File: config.mk
export PLATFORM = sky130hd
export DESIGN_NAME = seg_scan_capture
export DESIGN_NICKNAME = d
export VERILOG_FILES = /design/src/rtl/seg_scan_capture.sv
export SDC_FILE = /design/constraint.sdc
export NUM_CORES = 1
export LEC_CHECK = 0
export BUFFER_PORTS_ARGS = -buffer_cell sky130_fd_sc_hd__buf_2
export CAP_MARGIN = 15
export CORE_AREA = 2 2 81 83
export CTS_CLUSTER_DIAMETER = 60
export CTS_CLUSTER_SIZE = 12
export DETAILED_ROUTE_END_ITERATION = 8
export DIE_AREA = 0 0 83 85
export PLACE_DENSITY = 0.81
export SYNTH_ARGS = -nofsm -noshare
export SYNTH_HDL_FRONTEND = slang
export SYNTH_SLANG_ARGS = --single-unit
File: constraint.sdc
create_clock -name clk -period 2.61 [get_ports clk]
set_input_delay 0.3915 -clock clk [delete_from_list [all_inputs] [get_ports clk]]
set_output_delay 0.3915 -clock clk [all_outputs]
set_load 0.03 [all_outputs]
File: src/rtl/seg_scan_capture.sv
// Recovers the 16-bit hex value shown on a scanned 4-digit seven-segment bus.
// The an/seg pair is synchronized and glitch-filtered, then each dwell is decoded once.
module seg_scan_capture #(
  parameter int unsigned STABLE_CYC = 4
) (
  input  logic        clk,
  input  logic        rst,
  input  logic [3:0]  an,
  input  logic [6:0]  seg,
  output logic [15:0] value,
  output logic        frame_valid,
  output logic [3:0]  digit_seen,
  output logic        digit_err
);

  localparam logic [7:0] CNT_MAX  = 8'(STABLE_CYC);
  localparam logic [7:0] CNT_HIT  = 8'(STABLE_CYC - 1);

  logic [3:0]  an_meta, an_sync, an_prev;
  logic [6:0]  seg_meta, seg_sync, seg_prev;
  logic [7:0]  cnt;
  logic        accepted;
  logic [15:0] shadow;

  logic        same, stable;
  logic        dec_ok;
  logic [3:0]  dec_nib;
  logic        sel_ok;
  logic [1:0]  sel_idx;
  logic        cap, bad, done;
  logic [3:0]  seen_next;

  assign same   = (an_sync == an_prev) && (seg_sync == seg_prev);
  assign stable = same && !accepted && (cnt == CNT_HIT);

  always_comb begin
    dec_ok  = 1'b1;
    dec_nib = 4'h0;
    case (seg_sync)
      7'h40: dec_nib = 4'h0;
      7'h79: dec_nib = 4'h1;
      7'h24: dec_nib = 4'h2;
      7'h30: dec_nib = 4'h3;
      7'h19: dec_nib = 4'h4;
      7'h12: dec_nib = 4'h5;
      7'h02: dec_nib = 4'h6;
      7'h78: dec_nib = 4'h7;
      7'h00: dec_nib = 4'h8;
      7'h10: dec_nib = 4'h9;
      7'h08: dec_nib = 4'hA;
      7'h03: dec_nib = 4'hB;
      7'h46: dec_nib = 4'hC;
      7'h21: dec_nib = 4'hD;
      7'h06: dec_nib = 4'hE;
      7'h0E: dec_nib = 4'hF;
      default: dec_ok = 1'b0;
    endcase
  end

  // Only a single low anode selects a digit; blank and multi-anode dwells are ignored.
  always_comb begin
    sel_ok  = 1'b1;
    sel_idx = 2'd0;
    case (an_sync)
      4'b1110: sel_idx = 2'd0;
      4'b1101: sel_idx = 2'd1;
      4'b1011: sel_idx = 2'd2;
      4'b0111: sel_idx = 2'd3;
      default: sel_ok = 1'b0;
    endcase
  end

  assign cap  = stable && sel_ok && dec_ok;
  assign bad  = stable && sel_ok && !dec_ok;
  assign done = (digit_seen == 4'hF);

  // A capture on the completion cycle belongs to the next frame.
  always_comb begin
    seen_next = done ? 4'h0 : digit_seen;
    if (cap) seen_next[sel_idx] = 1'b1;
  end

  always_ff @(posedge clk) begin
    if (rst) begin
      an_meta     <= 4'hF;
      an_sync     <= 4'hF;
      an_prev     <= 4'hF;
      seg_meta    <= 7'h7F;
      seg_sync    <= 7'h7F;
      seg_prev    <= 7'h7F;
      cnt         <= 8'd0;
      accepted    <= 1'b0;
      shadow      <= 16'h0000;
      value       <= 16'h0000;
      frame_valid <= 1'b0;
      digit_seen  <= 4'h0;
      digit_err   <= 1'b0;
    end else begin
      an_meta  <= an;
      an_sync  <= an_meta;
      an_prev  <= an_sync;
      seg_meta <= seg;
      seg_sync <= seg_meta;
      seg_prev <= seg_sync;

      if (!same) begin
        cnt      <= 8'd0;
        accepted <= 1'b0;
      end else begin
        if (cnt != CNT_MAX) cnt <= cnt + 8'd1;
        if (stable) accepted <= 1'b1;
      end

      digit_err   <= bad;
      frame_valid <= done;
      if (done) value <= shadow;
      if (cap) shadow[{sel_idx, 2'b00} +: 4] <= dec_nib;
      digit_seen <= seen_next;
    end
  end

endmodule
# == Word-level counts from Yosys, hierarchy flattened ==
# Index checks and enable logic that the tools add are counted.
# classes
add_sub_neg,2
n_mul,0
div_mod_pow,0
n_lt_le_gt_ge,2
n_eq_ne,24
shift,2
mux,9
bitwise_logic,2
n_reduce_logical,13
# op_table
cell,n
$pmux 4 s15,1
$eq 7x7->1 const B,4
$eq 7x5->1 const B,3
$eq 7x6->1 const B,3
$bwmux 16,1
$eq 4x4->1 const B,4
$reduce_or 16->1,1
$shift 4x6->16 const A,1
$shiftx 4x6->16,1
$eq 7x2->1 const B,2
$eq 7x4->1 const B,2
$add 8x1->8 const B,1
$eq 8x2->1 const B,1
$mux 4,2
$ne 8x3->1 const B,1
$eq 7x3->1 const B,1
$eq 7x7->1,1
$logic_and 1x1->1,7
$logic_not 7->1,1
$neg 4->6,1
$pmux 2 s3,1
$eq 4x3->1 const B,1
$eq 4x4->1,1
$or 4x4->4,1
other kinds (8),11
# word_totals
register_bits,80
latchBits,0
ram_bits,0
rom_bits,0
in_bits,13
out_inout_bits,22
word_cells,67
n_memories,0

# == Longest topological paths before layout ==
# depth
word_depth,8
mapped_depth,8
mapped_depth_nobuf,8

# == Worst setup path before layout ==
# Ideal clock, no wire load.
# synth_timing
path_type,flip-flop to flip-flop
from,register an_sync[3]
to,register shadow[4]
setup_ns,0.073
arrival_ns,1.965
required_ns,2.537
setup_slack_ns,0.572
path_stages_with_launch,9
path_buffers,0
synth_period_minus_slack_ns,2.038
path_cell_list,dfxtp_1 > xor2_1 > and3_2 > inv_1 > ha_1 > or3b_2 > nor2_1 > nand2_1 > mux2i_1
# synth_between
elab_chain_cells,6
elab_cells_between_ends,17
classes_between,1 x add/sub; 5 x eq/ne; 2 x shift; 3 x mux; 6 x reduce/logical
# synth_rtl
item,line_no,source
from (decl),19,"logic [3:0] an_meta, an_sync, an_prev;"
from (signal assigned),100,an_sync <= an_meta;
"parallel branches: the longest is 6 deep, another holds $neg 4->6",--,
"to (signal, indexed assignment)",117,"if (cap) shadow[{sel_idx, 2'b00} +: 4] <= dec_nib;"
to (decl),23,logic [15:0] shadow;
# Several ways; the timed one is not identified.
# A chain may end at the register's enable or synchronous reset.

# == Worst setup path in the final report ==
# layout_timing
from,register seg_sync[2]
to,register shadow[14]
# layout_between
elab_chain_cells,6
elab_cells_between_ends,27
classes_between,16 x eq/ne; 1 x shift; 3 x mux; 7 x reduce/logical
# layout_rtl
item,line_no,source
from (decl),20,"logic [6:0] seg_meta, seg_sync, seg_prev;"
from (signal assigned),103,seg_sync <= seg_meta;
"parallel branches: the longest is 6 deep, another holds $shiftx 4x6->16",--,
# Several ways; the timed one is not identified.

==> metrics.md <==
| Metric | Value |
|---|---|
| Net Sw Frac | `22.9%` |
| Ys flop type | `dfxtp_1` |
| Cell taking the most area after synthesis | `dfxtp_1` |
| Mean Syn Cell Area | `9.23 um^2` |
| RSZ-0062 raised after global routing | `no` |
| Placed cell count | `460` |
| Clock transition at the registers of the reported paths | `0.07 ns` |
| Max IR drop VDD | `0.000530 V` |
| Final period utilization | `90.0%` |
| I/O Buffers | `34` |
| CTS Buf Count | `9` |
| # DRC | `0` |
| Placed cell area | `3580 um^2` |
| Post-DP HPWL | `4040 um` |
| Setup slack, reg-to-reg | `0.26 ns` |
| Uppermost layer routed | `met4` |
| CTS Sinks | `80` |
| Seq cells post-synth | `80` |
| Netlist Area Pre-Place | `3330 um^2` |
| Slew margin rel. | `57.7%` |
| Post-Route M1 WL | `2620 um` |
| TritonCTS clock tree | `done` |
| Cell Chain, Critical Path | `xor2_1 -> nor4_1 -> nand3_1 -> nor4_4 -> nand3_1 -> mux2i_1` |
| Most common library cells after synthesis | `80 x dfxtp_1, 48 x nand2_1, 33 x or2_2` |
| FMAX | `426 MHz` |
| DR WL met2 | `2800 um` |
| Status | `finished, final reports clean` |
| CP required | `2.83 ns` |
| Fin. Hold Viols | `0` |
| Reg2reg end | `shadow[14]$_SDFFE_PP0P_` |
| Part of the power in registers | `58.5%` |
| Hold Startpoint | `an[0]` |
| Post-CTS Hold Fix Bufs | `0` |
| Minimum clock period | `2.35 ns` |
| Slowest CP cell | `dfxtp_1` |
| Synth area leaders | `dfxtp_1 48%, or2_2 6.2%, mux2i_1 5.7%` |
| FFs w/ async S/R, synth | `0%` |
| YS warnings | `0` |
| Reg2Reg Depth | `6` |
| H-tree depth | `3` |
| Setup_tns | `0 ns` |
| Count leader, synth | `dfxtp_1` |
| Comb power frac | `5.3%` |
| CP startpoint kind | `flop` |
| Site Rows | `29` |
| Part of the Yosys area used for sequential elements | `48.0%` |
| Ratio of cells with drive above 1 in the final layout | `24.1%` |
| Area Overhead vs Synth | `12.2%` |
| Hold Path Class | `in2reg` |
| Number of synthesized flops with an enable pin | `0` |
| Worst-margin pin slew | `0.629 ns` |
| Metal3 WL | `256 um` |
| LEAKAGE | `1.55 nW` |
| Detail Route Antenna Nets | `0` |
| Die ar. | `7060 um^2` |
| Worst Skew | `0.0156 ns` |
| Clock share of power | `36.1%` |
| Remaining Overflow, GRT | `0` |
| Longest Clk Path Bufs | `2` |
| Fin util | `60.3%` |
| Setup CP Type | `reg2reg` |
| Diodes inserted | `0` |
| WL/cell | `12.1 um` |
| Top Family by Delay on Critical Path | `simple AND/OR/NAND/NOR gates` |
| CP Capture Type | `flop` |
| Final #Nets | `416` |
| Post-synthesis cell count | `361` |
| Core ar. | `6200 um^2` |
| Drt via density | `5.15` |
| Net Count, Synth | `383` |
| Pwr/cell area | `576 nW/um^2` |
| Max-slew violations | `0` |
| Die Wd | `83 um` |
| Routed wire length | `5740 um` |
| Final setup fails | `0` |
| GR Util All Layers | `16.8%` |
| First-pass DRT Iterations | `4` |
| Initial Utilization | `53.7%` |
| Initial antenna violation count | `0` |
| Finished Cell Area | `3740 um^2` |
| WP buf/inv | `0` |
| Library cells used by synthesis | `41` |
| CP Max Fanout | `13` |
| Worst hold path depth | `2` |
| Pin count of the biggest net entering global routing | `44` |
| Vias in the first global route | `2,201` |
| Most frequent CP cell | `nand3_1` |
| Total number of vias | `2,445` |
| Share of Yosys cell area claimed by the top area cell type | `48.0%` |
| Final non-filler cell total | `475` |
| Max Cap Viol | `0` |
| DR iter-0 viols | `108` |
| Cell Int Power | `1.66 mW` |
| Overall power | `2.15 mW` |
| Worst R2R Start | `seg_sync[2]$_SDFF_PP1_` |
| WP data arrival | `2.57 ns` |
| Placer Congestion | `0.900` |
| Worst Hold End | `an_meta[0]$_SDFF_PP1_` |
| Worst-Skew Late Latency | `0.34 ns` |
| Slowest stage delay, CP | `0.59 ns` |
| Die Height | `85 um` |
| IO Count | `35` |
| First-pass GRT wire length | `9690 um` |
| Psw | `492 uW` |
| Root buf cell | `clkbuf_8` |
## metal layers
layer	GRT usage (%)	up-vias
li1	-	1270
met5	0	-
met2	29.6	57
met4	4.47	0
met1	19.8	1110
met3	5.16	8
## cell usage in the layout, fill, tap and decap left out, types with 2 or more instances in the layout
cell	Yosys	routed
dfxtp_1	80	79
nand2_1	48	48
buf_2	1	34
or2_2	33	33
nand2b_1	26	26
a21oi_1	21	21
xor2_1	20	20
nor2_1	19	19
mux2i_1	19	19
nand3_1	10	10
clkbuf_8	0	10
ha_1	9	9
nor3_1	8	8
buf_4	0	8
inv_1	6	6
nor4_1	5	5
or3b_2	3	3
o21ai_0	3	3
a31oi_1	3	3
a32oi_1	3	3
and3_1	3	3
nand4_1	2	2
a2111oi_0	2	2
xnor2_1	2	2
clkinv_2	0	2
clkbuf_1	17	2
## what timing repair did
| item | in CTS | in global routing |
|---|---|---|
| setup endpoints to repair | 0 | 4 |
| gates resized for setup | 0 | 1 |
| setup buffers | 0 | 0 |
## cell type report
cell class / instances / area, um^2
clock buffers: 12 / 145
clock inverters: 3 / 18.8
fillers: 549 / 2460
inverters: 6 / 22.5
multi-input cells: 255 / 1630
flip-flops and latches: 80 / 1600
well taps: 77 / 96.3
repair buffers: 42 / 230
## flip-flops by register name (all words and copies together) (netlist names)
signal	flops
shadow	16
value	16
cnt	8
seg_meta	7
seg_prev	7
seg_sync	7
an_meta	4
an_prev	4
an_sync	4
digit_seen	4
accepted	1
digit_err	1
frame_valid	1
## through the flow
| step | setup slack [ns] | hold WS [ns] |
|---|---|---|
| after global placement | 0.324 | 0.392 |
| after global routing | 0.0424 | 0.222 |
| final | 0.260 | 0.230 |
| after detailed placement | 0.215 | 0.394 |
| after floorplan | 0.572 | 0.389 |
| after CTS | 0.225 | 0.224 |
## worst reg2reg max path: cells and delay by family, from the launching register on
family | cells | cell delay [ns]
DFF | 1 | 0.59
xor gates and xnor gates | 1 | 0.12
and+or+nand+nor | 4 | 1.32
muxes | 1 | 0.19
## worst max-delay path by stage
stage                           start                      end  slack (ns)  cells past startpoint
2_1_floorplan   an_sync[3]$_SDFF_PP1_   shadow[4]$_SDFFE_PP0P_        0.57                      8
3_3_place_gp   seg_sync[2]$_SDFF_PP1_  shadow[12]$_SDFFE_PP0P_        0.32                      6
3_5_place_dp   seg_sync[2]$_SDFF_PP1_  shadow[13]$_SDFFE_PP0P_        0.21                      6
4_1_cts        seg_sync[5]$_SDFF_PP1_  shadow[13]$_SDFFE_PP0P_        0.22                      6
5_1_grt        seg_sync[2]$_SDFF_PP1_  shadow[14]$_SDFFE_PP0P_        0.04                      6
6_report       seg_sync[2]$_SDFF_PP1_  shadow[14]$_SDFFE_PP0P_        0.26                      6
## kinds of logic after synthesis
| group | synth area share [%] |
|---|---|
| xor+xnor | 5.78 |
| buf+inv | 3.19 |
| compound gates | 6.53 |
| simple gates | 27.4 |
| fa+ha+maj | 3.38 |
| mux | 5.71 |
| flops | 48.0 |
## power by group through the flow
| stage | sequential (mW) | combinational, mW | clock, mW |
|---|---|---|---|
| after floorplan | 1.28 | 0.0924 | 0 |
| after global placement | 1.29 | 0.113 | 0 |
| after detailed placement | 1.29 | 0.115 | 0 |
| after CTS | 1.26 | 0.116 | 0.791 |
| after global routing | 1.26 | 0.129 | 0.846 |
| final | 1.26 | 0.115 | 0.779 |
Power figures use the tool's default switching activity.
